File: src/rtl/uart_loader_pkg.sv
// Shared types and constants for the uart loader: FSM state encoding and frame geometry.
package uart_loader_pkg;

  typedef enum logic [2:0] {
    ST_IDLE,
    ST_COLLECT,
    ST_WRITE,
    ST_READ,
    ST_READ_WAIT,
    ST_SEND,
    ST_SEND_WAIT
  } loader_state_t;

  localparam int CMD_WE_BIT     = 7;
  localparam int BYTES_PER_WORD = 4;
  localparam int IDX_W          = 2;

endpackage

File: src/rtl/uart_loader_if.sv
// Byte stream (uart rx/tx) and instruction-memory port seen by the loader.
interface uart_loader_if #(
  parameter int ADDR_W = 7,
  parameter int DATA_W = 32
);
  logic [7:0]        rx_data;
  logic              rx_valid;
  logic [7:0]        tx_data;
  logic              tx_valid;
  logic              tx_busy;
  logic [ADDR_W-1:0] mem_addr;
  logic [DATA_W-1:0] mem_wdata;
  logic [DATA_W-1:0] mem_rdata;
  logic              mem_we;
  logic              mem_re;

  modport master (
    input  rx_data, rx_valid, tx_busy, mem_rdata,
    output tx_data, tx_valid, mem_addr, mem_wdata, mem_we, mem_re
  );

  modport slave (
    output rx_data, rx_valid, tx_busy, mem_rdata,
    input  tx_data, tx_valid, mem_addr, mem_wdata, mem_we, mem_re
  );
endinterface

File: src/rtl/uart_loader_timer.sv
// Inter-byte watchdog: counts while enabled, saturates at MAX and flags expiry.
module uart_loader_timer #(
  parameter int MAX = 200000
) (
  input  logic clk,
  input  logic reset,
  input  logic clr,
  input  logic en,
  output logic expired
);
  localparam int CW = $clog2(MAX + 1);

  logic [CW-1:0] cnt_q, cnt_d;

  assign expired = (cnt_q == CW'(MAX));

  always_comb begin
    cnt_d = cnt_q;
    if (clr)                cnt_d = '0;
    else if (en && !expired) cnt_d = cnt_q + CW'(1);
  end

  always_ff @(posedge clk) begin
    if (!reset) cnt_q <= '0;
    else        cnt_q <= cnt_d;
  end
endmodule

File: src/rtl/uart_loader_ctrl.sv
// Host byte-stream command sequencer driving the instruction memory port.
// Optional inter-byte write timeout enabled by defining LOADER_TIMEOUT_EN.
module uart_loader_ctrl
  import uart_loader_pkg::*;
#(
  parameter int ADDR_W         = 7,
  parameter int DATA_W         = 32,
  parameter int TIMEOUT_CYCLES = 200000
) (
  input  logic           clk,
  input  logic           reset,
  uart_loader_if.master  bus,
  output logic           busy,
  output logic           cmd_done,
  output logic           rx_overrun,
  output logic           err_timeout
);
  loader_state_t     st_q, st_d;
  logic [IDX_W-1:0]  idx_q, idx_d;
  logic [ADDR_W-1:0] addr_q, addr_d, mem_addr_q, mem_addr_d;
  logic [DATA_W-1:0] wdata_q, wdata_d, rdata_q, rdata_d, mem_wdata_q, mem_wdata_d;
  logic [7:0]        tx_data_q, tx_data_d;
  logic guard_q, guard_d, mem_we_q, mem_we_d, mem_re_q, mem_re_d, tx_valid_q, tx_valid_d;
  logic cmd_done_q, cmd_done_d, rx_overrun_q, rx_overrun_d, err_timeout_q, err_timeout_d;
  logic tmr_expired;

`ifdef LOADER_TIMEOUT_EN
  logic tmr_clr;
  // Restart on the command byte that opens a write frame and on every data byte.
  assign tmr_clr = bus.rx_valid &&
                   ((st_q == ST_IDLE && bus.rx_data[CMD_WE_BIT]) || st_q == ST_COLLECT);

  uart_loader_timer #(.MAX(TIMEOUT_CYCLES)) u_timer (
    .clk    (clk),
    .reset  (reset),
    .clr    (tmr_clr),
    .en     (st_q == ST_COLLECT),
    .expired(tmr_expired)
  );
`else
  assign tmr_expired = 1'b0;
`endif

  always_comb begin
    st_d          = st_q;
    idx_d         = idx_q;
    addr_d        = addr_q;
    wdata_d       = wdata_q;
    rdata_d       = rdata_q;
    guard_d       = guard_q;
    mem_addr_d    = mem_addr_q;
    mem_wdata_d   = mem_wdata_q;
    tx_data_d     = tx_data_q;
    mem_we_d      = 1'b0;
    mem_re_d      = 1'b0;
    tx_valid_d    = 1'b0;
    cmd_done_d    = 1'b0;
    err_timeout_d = 1'b0;
    rx_overrun_d  = rx_overrun_q;

    if (bus.rx_valid && !(st_q inside {ST_IDLE, ST_COLLECT})) rx_overrun_d = 1'b1;

    // Strobes are set on entry to WRITE/READ so they are high in that state's cycle.
    unique case (st_q)
      ST_IDLE: if (bus.rx_valid) begin
        addr_d = bus.rx_data[ADDR_W-1:0];
        idx_d  = '0;
        if (bus.rx_data[CMD_WE_BIT]) begin
          st_d = ST_COLLECT;
        end else begin
          st_d       = ST_READ;
          mem_re_d   = 1'b1;
          mem_addr_d = bus.rx_data[ADDR_W-1:0];
        end
      end
      ST_COLLECT: begin
        if (bus.rx_valid) begin
          wdata_d[8*idx_q +: 8] = bus.rx_data;
          idx_d = idx_q + IDX_W'(1);
          if (idx_q == IDX_W'(BYTES_PER_WORD - 1)) begin
            st_d        = ST_WRITE;
            idx_d       = '0;
            mem_we_d    = 1'b1;
            cmd_done_d  = 1'b1;
            mem_addr_d  = addr_q;
            mem_wdata_d = wdata_d;
          end
        end else if (tmr_expired) begin
          st_d          = ST_IDLE;
          idx_d         = '0;
          wdata_d       = '0;
          err_timeout_d = 1'b1;
        end
      end
      ST_WRITE:     st_d = ST_IDLE;
      ST_READ:      st_d = ST_READ_WAIT;
      ST_READ_WAIT: begin
        rdata_d = bus.mem_rdata;
        idx_d   = '0;
        st_d    = ST_SEND;
      end
      ST_SEND: if (!bus.tx_busy) begin
        tx_valid_d = 1'b1;
        tx_data_d  = rdata_q[8*idx_q +: 8];
        guard_d    = 1'b1;
        st_d       = ST_SEND_WAIT;
      end
      ST_SEND_WAIT: begin
        // The transmitter raises tx_busy one cycle after tx_valid; skip that cycle.
        if (guard_q) begin
          guard_d = 1'b0;
        end else if (!bus.tx_busy) begin
          if (idx_q == IDX_W'(BYTES_PER_WORD - 1)) begin
            cmd_done_d = 1'b1;
            st_d       = ST_IDLE;
          end else begin
            idx_d = idx_q + IDX_W'(1);
            st_d  = ST_SEND;
          end
        end
      end
      default: st_d = ST_IDLE;
    endcase
  end

  always_ff @(posedge clk) begin
    if (!reset) begin
      st_q          <= ST_IDLE;
      idx_q         <= '0;
      addr_q        <= '0;
      wdata_q       <= '0;
      rdata_q       <= '0;
      guard_q       <= 1'b0;
      mem_addr_q    <= '0;
      mem_wdata_q   <= '0;
      tx_data_q     <= '0;
      mem_we_q      <= 1'b0;
      mem_re_q      <= 1'b0;
      tx_valid_q    <= 1'b0;
      cmd_done_q    <= 1'b0;
      err_timeout_q <= 1'b0;
      rx_overrun_q  <= 1'b0;
    end else begin
      st_q          <= st_d;
      idx_q         <= idx_d;
      addr_q        <= addr_d;
      wdata_q       <= wdata_d;
      rdata_q       <= rdata_d;
      guard_q       <= guard_d;
      mem_addr_q    <= mem_addr_d;
      mem_wdata_q   <= mem_wdata_d;
      tx_data_q     <= tx_data_d;
      mem_we_q      <= mem_we_d;
      mem_re_q      <= mem_re_d;
      tx_valid_q    <= tx_valid_d;
      cmd_done_q    <= cmd_done_d;
      err_timeout_q <= err_timeout_d;
      rx_overrun_q  <= rx_overrun_d;
    end
  end

  assign bus.mem_addr  = mem_addr_q;
  assign bus.mem_wdata = mem_wdata_q;
  assign bus.mem_we    = mem_we_q;
  assign bus.mem_re    = mem_re_q;
  assign bus.tx_data   = tx_data_q;
  assign bus.tx_valid  = tx_valid_q;
  assign busy          = (st_q != ST_IDLE);
  assign cmd_done      = cmd_done_q;
  assign rx_overrun    = rx_overrun_q;
  assign err_timeout   = err_timeout_q;
endmodule

File: src/flat_wrapper.sv
// flat-port wrapper written by rule: the top's interface ports become plain ports
module uart_loader_ctrl_flat import uart_loader_pkg::*;
#(
  parameter int ADDR_W         = 7,
  parameter int DATA_W         = 32,
  parameter int TIMEOUT_CYCLES = 200000
)
  (clk, reset, busy, cmd_done, rx_overrun, err_timeout, bus_rx_data, bus_rx_valid, bus_tx_busy, bus_mem_rdata, bus_tx_data, bus_tx_valid, bus_mem_addr, bus_mem_wdata, bus_mem_we, bus_mem_re);
  uart_loader_if #(.ADDR_W(ADDR_W), .DATA_W(DATA_W)) bus_i ();
  input  logic clk;
  input  logic reset;
  output logic busy;
  output logic cmd_done;
  output logic rx_overrun;
  output logic err_timeout;
  input wire logic [$bits(bus_i.rx_data)-1:0] bus_rx_data;
  input wire logic [$bits(bus_i.rx_valid)-1:0] bus_rx_valid;
  input wire logic [$bits(bus_i.tx_busy)-1:0] bus_tx_busy;
  input wire logic [$bits(bus_i.mem_rdata)-1:0] bus_mem_rdata;
  output wire logic [$bits(bus_i.tx_data)-1:0] bus_tx_data;
  output wire logic [$bits(bus_i.tx_valid)-1:0] bus_tx_valid;
  output wire logic [$bits(bus_i.mem_addr)-1:0] bus_mem_addr;
  output wire logic [$bits(bus_i.mem_wdata)-1:0] bus_mem_wdata;
  output wire logic [$bits(bus_i.mem_we)-1:0] bus_mem_we;
  output wire logic [$bits(bus_i.mem_re)-1:0] bus_mem_re;
  assign bus_i.rx_data = bus_rx_data;
  assign bus_i.rx_valid = bus_rx_valid;
  assign bus_i.tx_busy = bus_tx_busy;
  assign bus_i.mem_rdata = bus_mem_rdata;
  assign bus_tx_data = bus_i.tx_data;
  assign bus_tx_valid = bus_i.tx_valid;
  assign bus_mem_addr = bus_i.mem_addr;
  assign bus_mem_wdata = bus_i.mem_wdata;
  assign bus_mem_we = bus_i.mem_we;
  assign bus_mem_re = bus_i.mem_re;
  uart_loader_ctrl #(.ADDR_W(ADDR_W), .DATA_W(DATA_W), .TIMEOUT_CYCLES(TIMEOUT_CYCLES)) u_core (.clk(clk), .reset(reset), .bus(bus_i), .busy(busy), .cmd_done(cmd_done), .rx_overrun(rx_overrun), .err_timeout(err_timeout));
endmodule
File: config.mk
export PLATFORM = sky130hd
export DESIGN_NAME = uart_loader_ctrl_flat
export DESIGN_NICKNAME = d
export VERILOG_FILES = /design/src/rtl/uart_loader_pkg.sv /design/src/rtl/uart_loader_if.sv /design/src/rtl/uart_loader_timer.sv /design/src/rtl/uart_loader_ctrl.sv /design/src/flat_wrapper.sv
export SDC_FILE = /design/constraint.sdc
export NUM_CORES = 1
export LEC_CHECK = 0
export CORE_ASPECT_RATIO = 0.9
export CORE_UTILIZATION = 53
export CTS_CLUSTER_SIZE = 8
export DETAILED_ROUTE_END_ITERATION = 16
export PLACE_DENSITY = 0.89
export SYNTH_ARGS = -nofsm -noshare
export SYNTH_HDL_FRONTEND = slang
export SYNTH_SLANG_ARGS = --single-unit
File: constraint.sdc
create_clock -name clk -period 4 [get_ports clk]
set_input_delay 0.8 -clock clk [delete_from_list [all_inputs] [get_ports clk]]
set_output_delay 0.8 -clock clk [all_outputs]
set_load 0.005 [all_outputs]
# Word level (Yosys, flattened, before mapping)
# Cells that the tools add are included.
# op_classes
add_sub_neg	2
eq_ne	14
shift	3
mux	31
n_bitwise	1
n_reduce_logical	18
# op_table
cell	n
5-bit negator with 34-bit output	1
8-bit by 34-bit variable shift with 32-bit output, first input constant	1
8-bit by 34-bit indexed part select with 32-bit output	1
32-bit bitwise mux	1
32-bit by 6-bit indexed part select with 8-bit output	1
7-bit 2-to-1 mux	4
3-bit 2-to-1 mux	7
3-bit one-hot mux with 6 select lines	1
2-bit != test, second input constant	8
2-bit 2-to-1 mux	7
7-bit one-hot mux with 2 select lines	1
2-bit AND reduction	6
6-bit AND reduction	2
3-bit == test, second input constant	3
2-bit one-hot mux with 4 select lines	1
1-bit 2-to-1 mux	7
3-bit AND reduction	2
5-bit AND reduction	1
1-bit one-hot mux with 2 select lines	2
2-bit nonzero test	2
4-bit nonzero test	1
3-bit by 1-bit == test with 1-bit output, second input constant	1
3-bit by 2-bit == test with 1-bit output, second input constant	1
3-bit logical NOT	1
6 further kinds	6
# word_totals
regBits	129
inputBits	44
out_inout_bits	54
wordCells	83

# Logic depth before layout (Yosys ltp)
# depth
ltp_word	5
mapped_depth	9
ltp_nobuf	6

# Least setup slack after synthesis
# Ideal clock, no wire load.
# synth_path
kind	register to register
from	register u_core.idx_q[0]
to	register u_core.wdata_q[7]
setup_ns	0.065
arrival_ns	2.198
t_required_ns	3.935
setup_slack_ns	1.737
path_stages_with_launch	10
n_path_buf	3
period_less_slack_ns	2.263
cell_sequence	dfxtp_1 > buf_2 > inv_1 > ha_1 > nor4bb_1 > clkbuf_1 > and2_1 > buf_2 > a22oi_1 > nor2_1
# synth_between
elab_chain_cells	3
word_cells_on_any_way	4
cone_classes	1 x add/sub; 2 x shift; 1 x mux
# synth_lines
item	line	rtl
start, declared	uart_loader_ctrl.sv:19	logic [IDX_W-1:0] idx_q, idx_d;
start signal, assigned	uart_loader_ctrl.sv:145	idx_q <= idx_d;
5-bit negator with 34-bit output *	uart_loader_ctrl.sv:78	wdata_d[8*idx_q +: 8] = bus.rx_data;
8-bit by 34-bit indexed part select with 32-bit output or 8-bit by 34-bit variable shift with 32-bit output (tied branches)	uart_loader_ctrl.sv:78	
32-bit bitwise mux *	uart_loader_ctrl.sv:78	
end signal, assigned	uart_loader_ctrl.sv:147	wdata_q <= wdata_d;
end, declared	uart_loader_ctrl.sv:21	logic [DATA_W-1:0] wdata_q, wdata_d, rdata_q, rdata_d, mem_wdata_q, mem_wdata_d;
# Every way passes the cells marked *; elsewhere a longest branch is shown, timed or not.
# A chain may end at the register's enable or synchronous reset.

# Worst setup path after layout
# layout_path
from	register u_core.st_q[1]
to	output busy
# layout_between
elab_chain_cells	1
# layout_lines
item	line	rtl
start, declared	uart_loader_ctrl.sv:18	loader_state_t st_q, st_d;
start signal, assigned	uart_loader_ctrl.sv:144	st_q <= st_d;
3-bit nonzero test	uart_loader_ctrl.sv:168	assign busy = (st_q != ST_IDLE);
end, declared	flat_wrapper.sv:12	output logic busy;
# No other way between the ends.

==> key figures <==
Placed design
  • Minimum setup slack after placement: ~0.95 ns
  • Count of placed standard cells including taps: 730
  • Weighted congestion at the end of routability-driven global placement: roughly 0.85
  • Total cell area at the placement stage: ~6000 sq um
  • Placed wire-length estimate: 8.386 mm
  • Count of input and output buffers: 96

Floorplanning
  • Count of pins on the block boundary: roughly 100
  • Core outline area: between 9000 and 10,000 sq um
  • Initial core utilization: 54.64%
  • Die Footprint: 9757 sq um
  • Row count: 33
  • Die height: between 90 and 100 um
  • Die width: about 100 um

Power
  • Static leakage: roughly 2.3 nW
  • Pwr Density: between 500 and 600 nW/um^2
  • Maximum vdd drop: roughly 0.36 mV

GRT
  • Pin count of the biggest net entering global routing: 76
  • Via count of the first global-routing pass: 4,309
  • Global-route total usage across every layer: between 20% and 30%
  • Antenna violations before repair: 0
  • First-pass GRT wire length: about 22 mm
  • Leftover overflow at the end of global routing: 0

Setup path
  • Sort of element at the end of the critical path: primary output
  • Worst Path Required: approximately 3.2 ns
  • Cell-by-cell trace of the critical path: or3_1 -> clkdlybuf4s50_1
  • Cell with the largest stage delay on the worst path: dfxtp_1
  • Worst setup path class: flip-flop to primary output
  • Crit Path Max Fanout: 21
  • Startpoint types: flip-flop
  • Arr. time, crit path: ~2 ns
  • Worst setup slack for register-to-register paths: ~1.3 ns
  • Critical path's largest stage delay: roughly 0.76 ns

Timing
  • Highest clock rate: ~360 MHz
  • Number of hold-slack violations in the final timing report: 0
  • Time the final worst path needs with I/O delays and setup: between 2 and 3 ns
  • Setup repair after global routing missed its margin: false
  • Final Cycle Share: roughly 70%
  • Max-slew headroom at the worst pin: 20.08%
  • Slew at the pin with the worst max-slew slack: about 1.2 ns
  • Minimum hold slack: about 0.45 ns
  • Post-layout worst setup margin: about 1.2 ns
  • Worst clock skew on the final layout: roughly 0.0064 ns
  • Final-report max-slew violation count: 0
  • Setup violations, final: 0
  • Final TNS setup: 0 ns

Synth
  • Total standard cell area after synthesis: 4964 sq um
  • Gate count of the mapped netlist: 557
  • Number of synthesized flops with an enable pin: 0
  • Register area share after synthesis: roughly 50%
  • Number of synthesized register bits: between 100 and 150
  • Unique cell type count in the Yosys netlist: 50
  • Top FF cell, synth: dfxtp_1
  • Net count after synthesis: approximately 610
  • Proportion of synthesized flip-flops having asynchronous set or reset: 0%
  • Synthesis warning total: 0
  • Area leader, netlist: dfxtp_1
  • Avg Inst Size Synth: between 8 and 9 sq um
  • Largest cells by area after synthesis: dfxtp_1 49%, nand2_1 6.6%, nor2_1 5.7%, a22oi_1 4.8%, a21oi_1 4.3%
  • Post-synth top area share: 48.80%

Worst hold path
  • Hold Crit Class: flip-flop to flip-flop

Clock network
  • Root buffer cell: clkbuf_8
  • Number of CTS-inserted buffers: 17
  • Clock insertion delay at the later pin of the skew report: 0.52 ns
  • Hold buffer count at CTS: 0
  • Post-CTS setup buffer count: 0
  • CTS tree: done
  • Number of sinks driven by the clock tree: between 100 and 150
  • Count of cells resized by post-cts repair: 0
  • Clock buffer depth: 2
  • CTS H-tree lvls: 4
  • Clock edge transition at the registers on the reported setup and hold paths: 0.06 ns

Finish
  • Layout cells sized above 1: under 10%
  • Final antenna diode count: 0
  • Nets: 676
  • Number of standard cells in the final layout excluding fillers: roughly 760
  • Area of all placed cells without fillers: 6514 sq um
  • Area added between synthesis and finish: 31.23%

Route
  • Routed via count: between 4k and 5k
  • Remaining number of nets flagged by the antenna check after routing: 0
  • First-pass iteration count of the detailed router: 5
  • Via density per instance: around 6.0
  • Violation count after the first detailed-route iteration: just under 400
  • Wire length after detailed routing: 13.68 mm
  • Average routed wire per standard cell: approximately 18 um
  • Drc violations: 0

Flow run
  • Count of max-cap constraint violations: 0

Status
  • Result of the run: finished, final reports clean
-- power by group --
| group | switching (mW) | total (mW) | internal, mW |
|---|---|---|---|
| combinational | 0.287 | 0.521 | 0.234 |
| sequential | 0.0764 | 1.35 | 1.27 |
| clock | 0.563 | 1.51 | 0.952 |
-- metrics by stage --
stage,power [mW],utilization [%]
floorplan,1.688,-
global placement,1.849,65.22
detailed placement,1.869,65.22
CTS,3.383,71.71
global route,3.505,71.71
finish,3.385,71.71
-- Yosys cell counts, types with 2 or more instances --
cell type	number
a211oi_1	7
a21o_1	2
a21oi_1	43
a221oi_1	18
a22o_1	12
a22oi_1	32
a31oi_1	2
and2_1	2
buf_1	3
buf_2	9
clkbuf_1	36
dfxtp_1	121
ha_1	5
inv_1	9
mux2i_1	16
mux4_2	7
nand2_1	87
nand2b_1	5
nand3_1	4
nor2_1	76
nor3_1	13
o21ai_0	4
o21ai_1	12
or2_1	4
or3_1	3
-- state kept, by name, indices dropped and copies added (netlist names) --
signal                flops
u_core.rx_overrun         1
u_core.bus.tx_valid       1
u_core.bus.mem_re         1
u_core.rdata_q           32
u_core.bus.mem_addr       7
u_core.addr_q             7
u_core.cmd_done           1
u_core.st_q               3
u_core.bus.mem_wdata     32
u_core.bus.tx_data        8
u_core.idx_q              2
u_core.wdata_q           24
u_core.guard_q            1
u_core.bus.mem_we         1
-- cell families after synthesis --
logic type / Yosys count / synth area share, %
simple gates: 208 / 19.23
compound gates: 137 / 18.53
flops: 121 / 48.80
buf+inv: 60 / 4.991
mux: 24 / 6.932
fa+ha+maj: 5 / 1.260
other cells: 1 / 0.07555
xor+xnor: 1 / 0.1765
-- worst max-delay path: cells and delay by family (launching register included) --
kind / cells / cell delay, ns
flip-flops: 1 / 0.76
buffers and inverters: 1 / 0.49
AND/OR/NAND/NOR: 1 / 0.21
-- layer usage --
metal / track usage [%] / vias up / routed length [um]
li1: - / 2101 / -
met1: 35.30 / 2150 / 5705
met2: 46.83 / 265 / 6586
met3: 7.351 / 48 / 994
met4: 13.10 / 0 / 392
met5: 0 / - / 0
-- final cells by class --
type	instances	area (sq um)
tap	122	152.6
fill	608	2570
timing repair buffer	101	1011
inverter	10	37.54
sequential	121	2422
clock inverter	14	171.4
multi-input combinational	376	2301
clock buffer	18	417.9
-- path summary, 6_finish.rpt --
kind / start / end / depth (start not counted)
max reg2reg: u_core.idx_q[1] / u_core.bus.mem_wdata[20] / 6
min: u_core.rdata_q[21] / u_core.rdata_q[21] / 2
max: u_core.st_q[1] / busy / 2
min reg2reg: u_core.rdata_q[21] / u_core.rdata_q[21] / 2
-- cells in the final DEF, fill, tap and decap left out, drive strengths merged, types with 8 or more instances in the layout --
cell type and count:
mux2i 16, clkdlybuf4s50 96, a22o 12, dfxtp 121, a21oi 43, inv 13
mux4 8, a221oi 18, nor3 14, nand2 87, o21ai 16, nor2 77
clkbuf 18, a22oi 32
Power figures use the tool's default switching activity.
